File: config.mk
export PLATFORM = sky130hd
export DESIGN_NAME = fetch_ctrl
export DESIGN_NICKNAME = d
export VERILOG_FILES = /design/src/rtl/fetch_ctrl_pkg.sv /design/src/rtl/fetch_skid_buf.sv /design/src/rtl/fetch_ctrl.sv
export SDC_FILE = /design/constraint.sdc
export NUM_CORES = 1
export LEC_CHECK = 0
export ABC_AREA = 1
export CORE_ASPECT_RATIO = 0.75
export CORE_MARGIN = 5
export CORE_UTILIZATION = 30
export CTS_CLUSTER_SIZE = 25
export DETAILED_ROUTE_END_ITERATION = 8
export DONT_BUFFER_PORTS = 1
export GPL_TIMING_DRIVEN = 1
export PLACE_DENSITY_LB_ADDON = 0.1
export REMOVE_ABC_BUFFERS = 1
export SYNTH_ARGS = -nofsm -noshare
export SYNTH_HDL_FRONTEND = slang
export SYNTH_SLANG_ARGS = --single-unit
File: constraint.sdc
create_clock -name clk -period 7.6 [get_ports clk]
set_input_delay 1.52 -clock clk [delete_from_list [all_inputs] [get_ports clk]]
set_output_delay 1.52 -clock clk [all_outputs]
set_load 0.02 [all_outputs]
File: src/rtl/fetch_ctrl_pkg.sv
// Shared types for the dual-issue fetch sequencer: FSM states, pair bundle, NOP.
// Optional perf counters are enabled with FETCH_PERF_EN (see fetch_ctrl.sv).
package fetch_ctrl_pkg;

  typedef enum logic [1:0] {
    ST_IDLE  = 2'd0,
    ST_RUN   = 2'd1,
    ST_STALL = 2'd2
  } state_e;

  localparam logic [31:0] NOP_INSTR = 32'h0000_0013;

  localparam int PC_W    = 32;
  localparam int INSTR_W = 32;

  typedef struct packed {
    logic [PC_W-1:0]    pc;
    logic [INSTR_W-1:0] instr1;
    logic [INSTR_W-1:0] instr2;
    logic               valid2;
  } pair_t;

endpackage

File: src/rtl/fetch_skid_buf.sv
// One-entry skid plus output register for fetched pairs, valid/ready handshake,
// with a synchronous flush that drops everything held.
module fetch_skid_buf
  import fetch_ctrl_pkg::*;
(
  input  logic  clk,
  input  logic  rst,
  input  logic  flush_i,
  input  logic  in_valid_i,
  input  pair_t in_pair_i,
  input  logic  out_ready_i,
  output logic  out_valid_o,
  output pair_t out_pair_o,
  output logic  skid_vld_o
);

  logic  out_vld_q, out_vld_d;
  logic  skid_vld_q, skid_vld_d;
  pair_t out_q, out_d;
  pair_t skid_q, skid_d;
  logic  free;

  assign free = ~out_vld_q | out_ready_i;

  always_comb begin
    out_vld_d  = out_vld_q;
    skid_vld_d = skid_vld_q;
    out_d      = out_q;
    skid_d     = skid_q;
    if (flush_i) begin
      out_vld_d  = 1'b0;
      skid_vld_d = 1'b0;
    end else if (free) begin
      // older skid entry goes first to keep FIFO order
      if (skid_vld_q) begin
        out_d      = skid_q;
        out_vld_d  = 1'b1;
        skid_vld_d = in_valid_i;
        skid_d     = in_pair_i;
      end else begin
        out_vld_d = in_valid_i;
        if (in_valid_i) out_d = in_pair_i;
      end
    end else if (in_valid_i) begin
      skid_vld_d = 1'b1;
      skid_d     = in_pair_i;
    end
  end

  always_ff @(posedge clk or posedge rst) begin
    if (rst) begin
      out_vld_q  <= 1'b0;
      skid_vld_q <= 1'b0;
      out_q      <= '0;
      skid_q     <= '0;
    end else begin
      out_vld_q  <= out_vld_d;
      skid_vld_q <= skid_vld_d;
      out_q      <= out_d;
      skid_q     <= skid_d;
    end
  end

  assign out_valid_o = out_vld_q;
  assign out_pair_o  = out_q;
  assign skid_vld_o  = skid_vld_q;

endmodule

File: src/rtl/fetch_ctrl.sv
// Fetch PC sequencer for a 2-word synchronous ROM with redirect and skid buffer.
// Define FETCH_PERF_EN to add the perf_pairs/perf_stall/perf_redir counters.
module fetch_ctrl
  import fetch_ctrl_pkg::*;
#(
  parameter int          ADDR_W   = 10,
  parameter logic [31:0] RESET_PC = 32'h0
) (
  input  logic              clk,
  input  logic              rst,
  input  logic              fetch_en,
  input  logic              redir_valid,
  input  logic [31:0]       redir_pc,
  output logic [ADDR_W-1:0] rom_addr,
  input  logic [31:0]       rom_instr1,
  input  logic [31:0]       rom_instr2,
  output logic              out_valid,
  input  logic              out_ready,
  output logic [31:0]       out_pc,
  output logic [31:0]       out_instr1,
  output logic [31:0]       out_instr2,
  output logic              out_valid2
`ifdef FETCH_PERF_EN
  ,
  output logic [31:0]       perf_pairs,
  output logic [31:0]       perf_stall,
  output logic [31:0]       perf_redir
`endif
);

  localparam logic [ADDR_W-1:0] LAST_W = '1;
  localparam logic [ADDR_W-1:0] RST_W  = RESET_PC[ADDR_W+1:2];

  logic [ADDR_W-1:0] pc_q, pc_d;
  logic [ADDR_W-1:0] ifl_w_q, ifl_w_d;
  logic              ifl_vld_q, ifl_vld_d;
  logic              ifl_v2_q, ifl_v2_d;
  state_e            state_q, state_d;

  logic [ADDR_W-1:0] iss_w, nxt_w;
  logic              issue, ret_vld, skid_vld, skid_load;
  pair_t             ret_pair, out_pair;
  logic              unused_pc_bits;

  assign unused_pc_bits = ^{redir_pc[31:ADDR_W+2], redir_pc[1:0]};

  assign iss_w    = redir_valid ? redir_pc[ADDR_W+1:2] : pc_q;
  assign rom_addr = iss_w;
  assign nxt_w    = (iss_w == LAST_W) ? '0 : iss_w + ADDR_W'(2);

  // a redirect flushes the skid, so only fetch_en gates it
  assign issue = fetch_en &
    (redir_valid | (~skid_vld & ~(out_valid & ~out_ready & ifl_vld_q)));

  always_comb begin
    pc_d      = pc_q;
    ifl_vld_d = issue;
    ifl_w_d   = ifl_w_q;
    ifl_v2_d  = ifl_v2_q;
    if (issue) begin
      pc_d     = nxt_w;
      ifl_w_d  = iss_w;
      ifl_v2_d = (iss_w != LAST_W);
    end else if (redir_valid) begin
      pc_d = iss_w;
    end
  end

  assign ret_vld = ifl_vld_q & ~redir_valid;

  always_comb begin
    ret_pair.pc     = {{(30-ADDR_W){1'b0}}, ifl_w_q, 2'b00};
    ret_pair.instr1 = rom_instr1;
    ret_pair.instr2 = ifl_v2_q ? rom_instr2 : NOP_INSTR;
    ret_pair.valid2 = ifl_v2_q;
  end

  assign skid_load = ret_vld & out_valid & ~out_ready;

  always_comb begin
    state_d = state_q;
    unique case (state_q)
      ST_IDLE:  if (fetch_en & ~skid_vld) state_d = ST_RUN;
      ST_RUN: begin
        if (~fetch_en)      state_d = ST_IDLE;
        else if (skid_load) state_d = ST_STALL;
      end
      ST_STALL: if (~skid_vld) state_d = fetch_en ? ST_RUN : ST_IDLE;
      default:  state_d = ST_IDLE;
    endcase
    if (redir_valid) state_d = fetch_en ? ST_RUN : ST_IDLE;
  end

  always_ff @(posedge clk or posedge rst) begin
    if (rst) begin
      pc_q      <= RST_W;
      ifl_w_q   <= '0;
      ifl_vld_q <= 1'b0;
      ifl_v2_q  <= 1'b0;
      state_q   <= ST_IDLE;
    end else begin
      pc_q      <= pc_d;
      ifl_w_q   <= ifl_w_d;
      ifl_vld_q <= ifl_vld_d;
      ifl_v2_q  <= ifl_v2_d;
      state_q   <= state_d;
    end
  end

  fetch_skid_buf u_skid (
    .clk        (clk),
    .rst        (rst),
    .flush_i    (redir_valid),
    .in_valid_i (ret_vld),
    .in_pair_i  (ret_pair),
    .out_ready_i(out_ready),
    .out_valid_o(out_valid),
    .out_pair_o (out_pair),
    .skid_vld_o (skid_vld)
  );

  assign out_pc     = out_pair.pc;
  assign out_instr1 = out_pair.instr1;
  assign out_instr2 = out_pair.instr2;
  assign out_valid2 = out_pair.valid2;

`ifdef FETCH_PERF_EN
  logic [31:0] pairs_q, stall_q, redir_q;

  always_ff @(posedge clk or posedge rst) begin
    if (rst) begin
      pairs_q <= '0;
      stall_q <= '0;
      redir_q <= '0;
    end else begin
      if (out_valid & out_ready)  pairs_q <= pairs_q + 32'd1;
      if (out_valid & ~out_ready) stall_q <= stall_q + 32'd1;
      if (redir_valid)            redir_q <= redir_q + 32'd1;
    end
  end

  assign perf_pairs = pairs_q;
  assign perf_stall = stall_q;
  assign perf_redir = redir_q;
`endif

endmodule
==> Yosys cells after proc, flatten, opt, wreduce, memory -nomap -nowiden <==
Index checks and enable logic that the tools add are counted.
{ "totals": {"reg_bits": 218, "latch_bits": 0, "mem_bits_rw": 0, "romBits": 0, "inputBits": 101, "output_inout_bits": 108, "memories": 0} }
{ "op_classes": {"add_sub_neg": 1, "n_mul": 0, "div_mod_pow": 0, "order_cmp": 0, "eq_ne": 3, "n_shift": 0, "muxes": 16, "n_bitwise": 12, "n_reduce_logical": 7} }
{ "op_table": {"columns": ["op", "n"], "rows": [
  ["2-to-1 mux 97 bit", 4],
  ["2-to-1 mux 10 bit", 4],
  ["2-to-1 mux 32 bit", 1],
  ["adder 10 x 2 -> 10 bit, second input constant", 1],
  ["equality test 10 bit, second input constant", 1],
  ["!= test 10 bit, second input constant", 1],
  ["nonzero test 2 bit", 4],
  ["2-to-1 mux 1 bit", 7],
  ["AND reduction 3 bit", 2],
  ["AND 1 bit", 5],
  ["NOT 1 bit", 5],
  ["nonzero test 3 bit", 1],
  ["!= test 2 x 1 -> 1 bit, second input constant", 1],
  ["OR 1 bit", 2]
]} }

==> Depth between registers and ports, before layout <==
{ "logic_depth": {"word_depth": 8, "ltp_mapped": 11, "ltp_nobuf": 11} }

==> Hierarchy <==
A second synthesis with hierarchy kept.
{ "unflattened": {"cells_unflattened": 1391, "hier_area_um2": 10418.7} }
{ "by_module_without_submodules": {"columns": ["mod", "n_inst", "cells_each", "area_each_um2"], "rows": [
  ["fetch_skid_buf", 1, 1170, 8939.8],
  ["fetch_ctrl", 1, 221, 1478.9]
]} }

==> Worst setup path before layout <==
No wires, ideal clock.
{ "synth_path": {"kind": "input to output", "from": "input port redir_valid", "to": "output port rom_addr[0]", "arrival_time_ns": 2.129, "required_ns": 6.080, "setup_slack_ns": 3.951, "stages": 4, "n_path_buf": 2, "path_cell_list": "buf_6 > buf_8 > o21ai_1 > inv_1"} }
{ "synth_between": {"elab_chain_len": 1} }
{ "synth_rtl": {"columns": ["item", "line_no", "text"], "rows": [
  ["start, declared", "fetch_ctrl.sv:12", "input logic redir_valid,"],
  ["2-to-1 mux 10 bit", "fetch_ctrl.sv:47", "assign iss_w = redir_valid ? redir_pc[ADDR_W+1:2] : pc_q;"],
  ["end, declared", "fetch_ctrl.sv:14", "output logic [ADDR_W-1:0] rom_addr,"]
]} }
Every way passes these cells.

==> Final worst setup path <==
{ "layout_path": {"from": "input port redir_valid", "to": "output port rom_addr[1]"} }
The elaborated chain is that of the path after synthesis.

==> metrics list <==
- Status: finished clean
- Setup violations remaining at the end of the flow were counted as 0.
- Total count of max-transition violations in the final report: 0
- Global routing consumed, over all layers together, 12.7% of the routing resources.
- Proportion of synthesized flip-flops having asynchronous set or reset: 100%
* Cell Area, Synth: 0.00787 mm^2
- Entering global routing, the biggest net connects 152 pins.
- Total CTS buffers: 17
- Ant. Diodes: 0
* Clock Latency Late Sink: 0.43 ns
- For this run, the register share of the synthesized area comes to 55.4%.
- Clock root buffer master: sky130_fd_sc_hd__clkbuf_16
- Total overflow reported by the global router: 0
* Post-route DRC: 0
* WL per Instance: 15.2 um
* Peak ir drop on the vdd network: 151 uV
* Buffers and inverters on the worst path: 1
- sky130_fd_sc_hd__dfrtp_1 takes more of the synthesized area than any other cell.
* Clk slew on worst S/H paths: 0.06 ns
- Yosys printed 0 warnings.
- From bottom edge to top edge, the die measures 150 um.
- Critical Path Source Type: input pin
- For this run, the post-layout net count is 978.
* Standard cell core area: 0.0259 mm^2
* Worst-path cell with the longest stage delay: sky130_fd_sc_hd__o21ai_1
- STA classifies the critical path endpoint as an output port.
- The initial utilization of the core area, before any placement, comes to 30.4%.
- The via count of the first global-routing pass is 5220.
- At the worst endpoint, the required time is 6.08 ns.
- Post-layout instance area: 0.00850 mm^2
- Leakage Power: 4.21 nW
* Area share of the largest cell type after synthesis: 55.4%
* Remaining max-slew budget at the tightest pin: 32.7%
- Maximum buffer depth of the clock tree: 2
- Post-cts sizing count: 0
- Setup tns final: 0 ns
* Filler cell count: 2757
- Leaving out filler cells and counting taps, the final layout contains 1232.
* Maximum net fanout on the critical path: 16
* Die Outline Area: 0.0296 mm^2
* Drt total wl: 18700 um
- Footprint of the multi-input gates: 0.00281 mm^2
- Including well taps, the total number of placed cells is 1201.
- Biggest area contributors in the synthesized netlist: sky130_fd_sc_hd__dfrtp_1 55%, sky130_fd_sc_hd__nand2_1 14%, sky130_fd_sc_hd__o21ai_0 10%, sky130_fd_sc_hd__o21ai_1 4.5%, sky130_fd_sc_hd__inv_1 3.0%
- Type of the worst setup path: input pin to output port
- 209 I/O pins were placed.
- From left edge to right edge, the die measures 197 um.
* Worst slew pin tran: 1.01 ns
* Sequential Area: 0.00435 mm^2
* Final hold viol count: 0
- CTS hold repair buffers: 0
- Synthesis inferred 174 register bits.
* Num rows: 51
- On the worst path, the slowest cell contributes a delay of 0.28 ns.
- The clock net in this run drives a total of 174 sinks.
* Initial antenna violation count: 0
* Top FF cell, synth: sky130_fd_sc_hd__dfrtp_1
- On the critical path the largest part of the delay comes from compound AO/OA/AOI/OAI gates.
* PortBufs: 0
* Cells after synthesis: 908
* Cell chain of the critical path: o21ai_1 -> inv_1
* Fraction of final layout cells sized beyond drive strength 1: 8.56%
- The netlist uses 32 different library cells.
- The clock arrives with 0.0103 ns of skew.
* Synthesis-to-finish area growth: 8.11%
- The detail route stage leaves a number of antenna-violating nets equal to 0.
- Data on the critical path arrives at its endpoint at 2.03 ns.
* EDFF count, synth: 0
- Summed over all nets, the half-perimeter wirelength after detailed placement is 11800 um.
* CTS tree: done
* Number of max-cap violations: 0
- Before antenna repair, the detailed router went through 5 iterations.
* H-tree lvl count: 4
- The congestion estimate from routability-driven global placement came to 0.726.
- Final critical-path share of the clock period: 46.7%
- Total Power Consumption: 2.60 mW
- Power density over the cells: 305 mW/mm^2
* Detailed-route via count: 5376
- Dividing the detail-routed via count by the number of cells gives 4.36.
* Maximum achievable frequency: 282 MHz
- Final worst hold slack: 0.481 ns
* Setup repair bufs after CTS: 0
- The first routing iteration left 231 violations.
- Unrepaired setup endpoints after global routing: no
- The first global-routing pass estimated 29800 um of wire.
- A synthesized cell averages 8.66 um^2.
- Min cycle time layout: 3.55 ns
- The tightest min-delay check is of the register to register type.
* Placed cell areas: 0.00790 mm^2
==> registers in the layout (all words and copies together), names as in the netlist <==
signal / cells
u_skid.skid_vld_o: 1
u_skid.skid_q: 75
ifl_vld_q: 1
pc_q: 10
ifl_v2_q: 1
u_skid.out_pair_o: 75
u_skid.out_valid_o: 1
ifl_w_q: 10
==> through the flow <==
step	setup WS, ns	util [%]
after floorplan	1.36	-
after detailed placement	4.04	30.5
final	4.05	32.8
after global placement	4.02	30.5
after CTS	4.04	32.8
after global routing	3.97	32.8
==> final cells by class <==
class / instances / share of cell area, %
Tap cell: 344 / 5.06
Clock inverter: 14 / 2.12
Timing Repair Buffer: 5 / 0.441
Clock buffer: 17 / 5.00
Sequential cell: 174 / 51.2
Multi-Input combinational cell: 612 / 33.0
Inverter: 66 / 3.15
==> where the power goes <==
part	internal (mW)	switching, mW
clock	0.523	0.394
combinational	0.118	0.214
sequential	1.13	0.218
total	1.77	0.826
==> cells by family after synthesis <==
group                    count (synthesis)  share of synthesized area, %
AO/OA/AOI/OAI                          251                          17.1
XOR/XNOR                                 2                         0.223
adder cells (fa/ha/maj)                  1                         0.159
buffers and inverters                  143                          10.1
flip-flops                             174                          55.4
other                                    1                        0.0477
AND/OR/NAND/NOR                        336                          17.0
==> worst paths after layout <==
kind,start,endpoint,slack [ns],depth (start not counted)
max,redir_valid,rom_addr[1],4.05,2
max in group asynchronous,rst,u_skid.skid_q[15],5.16,2
min in group asynchronous,rst,u_skid.out_pair_o[35],1.10,1
max reg2reg,u_skid.skid_vld_o,u_skid.skid_q[1],5.27,7
min reg2reg,u_skid.skid_q[68],u_skid.skid_q[68],0.48,2
min,u_skid.skid_q[68],u_skid.skid_q[68],0.48,2
==> routing by layer <==
| layer | track usage (%) | part of all wire [%] |
|---|---|---|
| met5 | 0 | 0 |
| met4 | 3.12 | 0.61 |
| met3 | 4.50 | 6.8 |
| met2 | 18.2 | 43 |
| met1 | 18.3 | 50 |
==> cell usage in the layout (no fill, tap or decap), types with 8 or more instances in the layout <==
cell	Yosys	layout
sky130_fd_sc_hd__clkbuf_16	0	17
sky130_fd_sc_hd__conb_1	1	22
sky130_fd_sc_hd__dfrtp_1	174	174
sky130_fd_sc_hd__inv_1	62	61
sky130_fd_sc_hd__nand2_1	300	300
sky130_fd_sc_hd__nand2_2	11	10
sky130_fd_sc_hd__nand3_1	8	8
sky130_fd_sc_hd__o21ai_0	160	160
sky130_fd_sc_hd__o21ai_1	70	70
sky130_fd_sc_hd__o21ai_2	15	15
==> cell usage after synthesis, drive strengths merged, types with 3 or more instances <==
library cell and number:
nand4 3, nor2 8, a21oi 3, nand2 313, buf 53, nand3 9, clkbuf 24, o21ai 245
inv 66, or2 3, dfrtp 174
No activity file was read; power rests on OpenSTA's default activity.
